<file path="src/rtl/fifo_drain.sv">
// Drains an upstream FIFO with 1-cycle read latency into a valid/ready stream,
// through a 3-entry skid buffer, and marks PKT_LEN-beat packets with m_last.
module fifo_drain #(
    parameter int FIFO_WIDTH = 16,
    parameter int PKT_LEN    = 8
) (
    input  logic                  clk,
    input  logic                  rst,
    input  logic                  enable,
    input  logic                  fifo_empty,
    input  logic [FIFO_WIDTH-1:0] fifo_data_out,
    output logic                  fifo_rd_en,
    output logic                  m_valid,
    input  logic                  m_ready,
    output logic [FIFO_WIDTH-1:0] m_data,
    output logic                  m_last,
    output logic [15:0]           pkt_count,
    output logic                  err_underflow
);

    localparam int BEAT_W = (PKT_LEN > 1) ? $clog2(PKT_LEN) : 1;
    localparam logic [BEAT_W-1:0] LAST_BEAT = BEAT_W'(PKT_LEN - 1);

    typedef logic [1:0] ptr_t;

    logic [FIFO_WIDTH-1:0] buf_mem [0:2];
    ptr_t                  head;
    ptr_t                  tail;
    logic [1:0]            occ;
    logic                  inflight;
    logic [BEAT_W-1:0]     beat;
    logic [2:0]            fill;
    logic                  push;
    logic                  pop;

    function automatic ptr_t ptr_next(input ptr_t p);
        return (p == 2'd2) ? 2'd0 : p + 2'd1;
    endfunction

    // NOTE: every signal driven here gets a value on every path, so no latch is inferred.
    always_comb begin
        fill       = {1'b0, occ} + {2'b00, inflight};
        // Reads are budgeted against words already buffered or still in flight,
        // so a word returned by the FIFO always has a free slot waiting for it.
        fifo_rd_en = !rst && enable && !fifo_empty && (fill <= 3'd2);
        push       = inflight;
        m_valid    = (occ != 2'd0);
        pop        = m_valid && m_ready;
        m_data     = m_valid ? buf_mem[head] : '0;
        m_last     = m_valid && (beat == LAST_BEAT);
    end

    // NOTE: sequential state uses non-blocking assignments so every register
    // samples the pre-edge values of the others.
    always_ff @(posedge clk) begin
        if (rst) begin
            head          <= '0;
            tail          <= '0;
            occ           <= '0;
            inflight      <= 1'b0;
            beat          <= '0;
            pkt_count     <= '0;
            err_underflow <= 1'b0;
        end else begin
            inflight <= fifo_rd_en;
            if (push) tail <= ptr_next(tail);
            if (pop)  head <= ptr_next(head);

            case ({push, pop})
                2'b10:   occ <= occ + 2'd1;
                2'b01:   occ <= occ - 2'd1;
                default: occ <= occ;
            endcase

            if (pop) begin
                beat <= (beat == LAST_BEAT) ? '0 : beat + BEAT_W'(1);
                if (m_last) pkt_count <= pkt_count + 16'd1;
            end

            if (fifo_rd_en && fifo_empty) err_underflow <= 1'b1;
        end
    end

    // NOTE: buffer storage is deliberately not reset; clearing occ makes stale
    // entries unreachable, and m_data is forced to zero while nothing is valid.
    always_ff @(posedge clk) begin
        if (push) buf_mem[tail] <= fifo_data_out;
    end

endmodule

</file>
<file path="config.mk">
export PLATFORM = sky130hd
export DESIGN_NAME = fifo_drain
export DESIGN_NICKNAME = d
export VERILOG_FILES = /design/src/rtl/fifo_drain.sv
export SDC_FILE = /design/constraint.sdc
export NUM_CORES = 1
export LEC_CHECK = 0
export ABC_AREA = 1
export BUFFER_PORTS_ARGS = -buffer_cell sky130_fd_sc_hd__buf_2
export CAP_MARGIN = 20
export CORE_UTILIZATION = 62
export CTS_BUF_LIST = sky130_fd_sc_hd__clkbuf_4
export CTS_CLUSTER_DIAMETER = 30
export DETAILED_ROUTE_END_ITERATION = 6
export GPL_TIMING_DRIVEN = 0
export PLACE_DENSITY_LB_ADDON = 0.3
export SETUP_SLACK_MARGIN = 0.05
export SLEW_MARGIN = 20
export SYNTH_ARGS = -nofsm -noshare
export SYNTH_HDL_FRONTEND = slang
export SYNTH_SLANG_ARGS = --single-unit
</file>
<file path="constraint.sdc">
create_clock -name clk -period 5.1 [get_ports clk]
set_input_delay 0.765 -clock clk [delete_from_list [all_inputs] [get_ports clk]]
set_output_delay 0.765 -clock clk [all_outputs]
set_load 0.005 [all_outputs]
</file>
==> impl_metrics.py, run 1 <==
metrics = {
    "power_and_ir_drop": {
        "p_leak_nw": 1.76,
        "vdd_drop_max_mv": 0.187,
        "power.density_nw_per_um2": 326,
    },
    "synth": {
        "syn_inst": 332,
        "synthMuxAreaShare": 0.0535,
        "yosysWarnings": 0,
        "synth-xor-area-share": 0,
        "syn_nets": 360,
        "synth-adder-area-share": 0.0260,
        "syn-cell-area_sq_um": 3370,
        "synth-simple-area-share": 0.143,
        "synth.distinct_cells": 27,
        "avgSynthCellArea_sq_um": 10.1,
        "synth_seq_cells": 77,
        "ys_seq_area_frac": 0.601,
        "synth-compound-area-share": 0.0974,
        "synth_top_family_by_area": "simple AND/OR/NAND/NOR gates",
    },
    "placement": {
        "hpwl_um": 4340,
        "place_congestion": 0.812,
        "port_buffers": 55,
        "dp_cells": 460,
    },
    "timing": {
        "min_period_ns": 2.61,
        "grt_setup_unrepaired": "no",
        "slew_headroom": 0.472,
        "tightestPinTransition_ns": 0.788,
        "final.setup.tns_ns": 0,
        "setup_viol": 0,
        "final_max_slew_viol_count": 0,
        "final.period_utilization": 0.512,
        "hold_violations": 0,
        "finClkSkew_ns": 0.0168,
        "fmax_ghz": 0.383,
    },
    "worst_setup_path": {
        "critPathKind": "flip-flop to output port",
        "r2r_cells": 9,
        "cp-end-kind": "output port",
        "path_max_fanout": 4,
        "required_ns": 4.34,
        "cp-start-kind": "flip-flop",
        "arrival_ns": 1.85,
    },
    "hold_path": {
        "min_path_cells": 2,
        "min_path_type": "flip-flop to flip-flop",
    },
    "grt": {
        "globalRouteOverflowTotal": 0,
        "grt_usage": 0.240,
        "grt_first_pass_wirelength_um": 9970,
        "antenna_found_initial": 0,
        "grt_start_max_net_pins": 17,
        "grt_pass1_vias": 2308,
    },
    "detailed_routing": {
        "ant_nets": 0,
        "firstDrtPassIters": 4,
        "drc_errors": 0,
        "wire_per_inst_um": 13.2,
        "drt_iter0_drc": 136,
        "routed_via_density": 5.21,
        "wirelength_um": 6300,
        "vias": 2479,
    },
    "clock_tree": {
        "cts_tree": "done",
        "cts_root_buf": "clkbuf_4",
        "holdBufCountCts": 0,
        "clock_path_buffers": 2,
        "h-tree-depth": 3,
        "cts_buffers": 9,
        "cts_sinks": 77,
        "clkTransAtPathRegs_ns": 0.11,
        "cts.repair.resized": 0,
        "post-cts-setup-buffers": 0,
        "clk_latency_ns": 0.41,
    },
    "run_status": {
        "status": "finished, final reports clean",
    },
    "die": {
        "fp.dieW_um": 75.7,
        "core-area_sq_um": 5170,
        "initial_core_util": 0.651,
        "die_y_um": 75.7,
        "num_rows": 26,
        "dieArea_sq_um": 5730,
        "io_pins": 57,
    },
    "cells_and_area": {
        "fin_cells": 476,
        "nFillCells": 366,
        "drive_gt1_frac": 0.261,
        "area_growth_pct": 17.5,
        "antenna_cells": 0,
        "nNetsFinal": 429,
    },
    "flow_run": {
        "cap_violations": 0,
    },
}
==> routing by layer <==
metal	track usage	up-vias	share of wire
met3	0.0701	6	0.061
met4	0.0967	0	0.0076
met1	0.283	1146	0.42
met5	0	-	0
li1	-	1239	-
met2	0.413	88	0.51
==> cells in the mapped netlist <==
| cell type | n | area (sq um) |
|---|---|---|
| nand2_4 | 1 | 11.3 |
| nand3_1 | 14 | 70.1 |
| nand2_1 | 41 | 154 |
| ha_1 | 7 | 87.6 |
| mux2_2 | 15 | 169 |
| nor2_1 | 39 | 146 |
| and2_1 | 3 | 18.8 |
| buf_2 | 2 | 10.0 |
| a211oi_1 | 1 | 7.51 |
| buf_6 | 3 | 33.8 |
| a21oi_1 | 31 | 155 |
| nor3_1 | 3 | 15.0 |
| edfxtp_1 | 48 | 1440 |
| dfxtp_1 | 29 | 581 |
| mux2_1 | 1 | 11.3 |
| inv_1 | 50 | 188 |
| inv_4 | 1 | 6.26 |
| clkbuf_1 | 4 | 15.0 |
| nor2_4 | 3 | 33.8 |
| o211a_1 | 4 | 40.0 |
| o21ai_0 | 22 | 110 |
| buf_1 | 1 | 3.75 |
| o21ai_1 | 3 | 15.0 |
| nor3b_1 | 1 | 7.51 |
| nand3_4 | 1 | 17.5 |
| inv_2 | 3 | 11.3 |
| nor2_2 | 1 | 6.26 |
==> worst max-delay path, stage by stage (launching register included) <==
cell and delay, ns:
dfxtp_1 0.42, ha_1 0.19, inv_1 0.05, ha_1 0.26, nor3b_1 0.26, o211a_1 0.17, buf_2 0.11
==> layout make-up <==
| type | instances | area, sq um | area share |
|---|---|---|---|
| tap | 70 | 87.6 | 0.0221 |
| clock buffer | 9 | 67.6 | 0.0171 |
| multi-input combinational | 191 | 1090 | 0.275 |
| clock inverter | 7 | 124 | 0.0313 |
| sequential | 77 | 2020 | 0.511 |
| inverter | 54 | 205 | 0.0519 |
| buffer | 10 | 62.6 | 0.0158 |
| timing repair buffer | 58 | 302 | 0.0762 |
==> through the flow <==
step	hold WS [ns]	utilization	total power, W	setup WS, ns	cell area (sq um)
CTS	0.433	0.765	0.00130	2.46	3960
global placement	0.407	0.721	0.000828	2.34	3730
floorplan	0.420	-	0.000782	3.09	3370
detailed placement	0.414	0.728	0.000836	2.90	3760
finish	0.428	0.765	0.00129	2.49	3960
global route	0.466	0.765	0.00134	2.33	3960
==> flip-flops by register name, indices dropped and copies added, names as in the netlist, named ones only <==
| name | flops |
|---|---|
| beat | 3 |
| buf_mem | 48 |
| err_underflow | 1 |
| head | 2 |
| inflight | 1 |
| occ | 2 |
| pkt_count | 16 |
| tail | 2 |
==> logic make-up (layout without fill, tap and decap cells) <==
| group | after synthesis | in the layout |
|---|---|---|
| buf+inv | 64 | 138 |
| flops | 77 | 77 |
| fa+ha+maj | 7 | 7 |
| mux | 16 | 16 |
| simple gates | 107 | 107 |
| compound gates | 61 | 61 |
==> power by group <==
group          total, W  internal, W  switching [W]
Combinational  0.000140    0.0000597      0.0000799
Clock          0.000469     0.000250       0.000219
Sequential     0.000683     0.000675     0.00000806
Total           0.00129     0.000985       0.000307
==> final timing paths <==
kind	start	endpoint	slack, ns
hold / removal	err_underflow	err_underflow	0.43
setup / recovery	occ[0]	fifo_rd_en	2.49
setup reg to reg	occ[0]	occ[1]	3.32
hold reg to reg	err_underflow	err_underflow	0.43
==> placed cells by master, fill, tap and decap left out, types with 2 or more instances in the layout <==
| cell | n |
|---|---|
| buf_2 | 57 |
| inv_1 | 50 |
| edfxtp_1 | 48 |
| nand2_1 | 41 |
| nor2_1 | 39 |
| a21oi_1 | 31 |
| dfxtp_1 | 29 |
| o21ai_0 | 22 |
| mux2_2 | 15 |
| nand3_1 | 14 |
| clkbuf_4 | 9 |
| ha_1 | 7 |
| clkbuf_1 | 4 |
| buf_6 | 4 |
| o211a_1 | 4 |
| inv_2 | 3 |
| o21ai_1 | 3 |
| nor2_4 | 3 |
| and2_1 | 3 |
| clkinv_4 | 3 |
| bufinv_16 | 3 |
| nor3_2 | 2 |
| buf_4 | 2 |
No activity file was read; power rests on OpenSTA's default activity.
==> inputs of run 2 (changes only) <==
CORE_UTILIZATION = 52   (was 62)
clock period = 2.3 ns   (was 5.1 ns; I/O delays follow)
==> run 2 against run 1 <==
Net effect: power rose by 120%; flip-flop and latch count did not move; first-iteration DRC count down 0.74%; non-clock buffer count unchanged; cell count grew 1.1%; combinational power rose by 120%; register-to-register slack lost 2.7 ns.
==> impl_metrics.py, run 2 (synthesis gave the netlist of run 1 again) <==
metrics = {
    "power_and_ir_drop": {
        "p_int_w": 0.00218,
        "p_sw_w": 0.000646,
        "seqPwrFrac": 0.537,
        "power.share.switching": 0.229,
        "power.density_nw_per_um2": 713,
        "combPwrFrac": 0.110,
        "power.share.clock": 0.353,
        "vdd_drop_max_mv": 0.341,
        "p_leak_nw": 1.76,
    },
    "clock_tree": {
        "post-cts-setup-buffers": 0,
        "clk_latency_ns": 0.42,
        "holdBufCountCts": 0,
        "clock_path_buffers": 2,
        "h-tree-depth": 3,
        "cts_tree": "done",
        "clkTransAtPathRegs_ns": 0.13,
        "cts_root_buf": "clkbuf_4",
        "cts_buffers": 9,
        "cts_sinks": 77,
    },
    "detailed_routing": {
        "drt_iter0_drc": 135,
        "wire_per_inst_um": 12.9,
        "wirelength_um": 6200,
        "drc_errors": 0,
        "vias": 2403,
        "firstDrtPassIters": 4,
        "routed_via_density": 5.00,
        "ant_nets": 0,
    },
    "cells_and_area": {
        "area_growth_pct": 17.6,
        "final_area_sq_um": 3960,
        "drive_gt1_frac": 0.264,
        "reg_top3": "buf_mem x48, pkt_count x16, beat x3",
        "nNetsFinal": 429,
        "largest_reg_flops": 48,
        "final_common_cell": "buf_2",
        "final_cell_mix": "56 x buf_2, 50 x inv_1, 48 x edfxtp_1",
        "largest_register": "buf_mem",
        "antenna_cells": 0,
    },
    "placement": {
        "port_buffers": 55,
        "placed_area_sq_um": 3770,
        "place_congestion": 0.759,
        "hpwl_um": 4380,
        "dp_slack_ns": 0.539,
    },
    "die": {
        "core-area_sq_um": 6100,
        "dieArea_sq_um": 6800,
        "fp.dieW_um": 82.5,
        "die_y_um": 82.5,
        "initial_core_util": 0.552,
        "io_pins": 57,
        "num_rows": 28,
    },
    "worst_setup_path": {
        "cp-end-kind": "output port",
        "r2r_cells": 3,
        "arrival_ns": 1.78,
        "r2r_start": "inflight",
        "cp-endpoint": "fifo_rd_en",
        "cpPeakStageDelay_ns": 0.38,
        "rrSetupSlack_ns": 0.58,
        "r2r-end": "buf_mem[0][10]",
        "cp_cell_sequence": "ha_1 > inv_1 > ha_1 > nor3b_2 > o211a_1 > buf_2",
        "crit_path_frequent_cell": "ha_1",
        "critPathKind": "flip-flop to output port",
        "startpoint": "inflight",
        "required_ns": 1.96,
        "slowest_stage": "dfxtp_1",
        "cp-start-kind": "flip-flop",
        "path_max_fanout": 3,
    },
    "timing": {
        "slew_headroom": 0.458,
        "finClkSkew_ns": 0.0143,
        "tightestPinTransition_ns": 0.809,
        "hold_violations": 0,
        "fmax_ghz": 0.471,
        "grt_setup_unrepaired": "no",
        "worst_slack_ns": 0.175,
        "setup_viol": 0,
        "final.period_utilization": 0.924,
        "final_max_slew_viol_count": 0,
        "min_period_ns": 2.12,
        "worst_hold_slack_ns": 0.121,
        "final.setup.tns_ns": 0,
    },
    "grt": {
        "grt_usage": 0.205,
        "grt_first_pass_wirelength_um": 10100,
        "grt_start_max_net_pins": 17,
        "globalRouteOverflowTotal": 0,
        "grt_pass1_vias": 2268,
        "antenna_found_initial": 0,
    },
    "flow_run": {
        "cap_violations": 0,
    },
    "run_status": {
        "status": "finished, final reports clean",
    },
    "hold_path": {
        "min_path_type": "primary input to flip-flop",
    },
}
## run 2: changes by cell type in the layout (fill, tap and decap cells not counted)
cell / before / now
o21ai_0: 22 / 21
clkbuf_4: 9 / 10
clkinv_4: 3 / 0
clkinv_2: 0 / 1
dfxtp_2: 0 / 1
o21ai_1: 3 / 4
buf_2: 57 / 56
nor3b_1: 1 / 0
buf_4: 2 / 3
clkinv_1: 0 / 1
nor3b_2: 0 / 1
clkinvlp_4: 1 / 2
dfxtp_1: 29 / 28
buf_6: 4 / 3
## run 2: timing repair
item                                    CTS  global route
endpoints found under the setup margin    0             5
resized for setup                         0             4
endpoints found under the hold margin     0             0
## run 2: through the flow
step	instances	utilization	power, W
floorplan	332	-	0.00173
detailed placement	465	0.618	0.00185
finish	481	0.649	0.00282
global placement	462	0.613	0.00184
global route	481	0.649	0.00295
CTS	481	0.648	0.00284
## run 2: how the worst min path moves through the flow
stage                     startpoint            end  slack, ns  depth (start not counted)
floorplan              err_underflow  err_underflow       0.42                          2
global placement       err_underflow  err_underflow       0.41                          2
detailed placement     err_underflow  err_underflow       0.41                          2
CTS                 fifo_data_out[7]  buf_mem[1][7]       0.11                          1
global route        fifo_data_out[4]  buf_mem[1][4]       0.10                          1
finish              fifo_data_out[2]  buf_mem[2][2]       0.12                          1
## run 2: worst max-delay path: cells and delay by family (launching register included)
kind	cells	cell delay (ns)
fa+ha+maj	2	0.45
simple gates	1	0.17
compound gates	1	0.21
flops	1	0.38
buf+inv	2	0.17
## run 2: area by class of cell
cell class / count / area (sq um)
clock inverter: 7 / 114
inverter: 54 / 205
fill: 474 / 2140
clock buffer: 9 / 67.6
tap: 75 / 93.8
buffer: 10 / 65.1
multi-input combinational: 191 / 1090
sequential: 77 / 2020
timing repair buffer: 58 / 298
## run 2: metal layers
| layer | track usage | share of wire | up-vias |
|---|---|---|---|
| met1 | 0.232 | 0.44 | 1095 |
| li1 | - | - | 1242 |
| met4 | 0.100 | 0.015 | 0 |
| met2 | 0.365 | 0.50 | 57 |
| met5 | 0 | 0 | - |
| met3 | 0.0451 | 0.046 | 9 |
## run 2: power groups by stage
| stage | Clock, W | Sequential (W) | Combinational [W] |
|---|---|---|---|
| detailed placement | 0 | 0.00155 | 0.000309 |
| floorplan | 0 | 0.00154 | 0.000194 |
| global route | 0.00107 | 0.00152 | 0.000356 |
| global placement | 0 | 0.00154 | 0.000295 |
| CTS | 0.00101 | 0.00151 | 0.000310 |
| finish | 0.000997 | 0.00151 | 0.000310 |
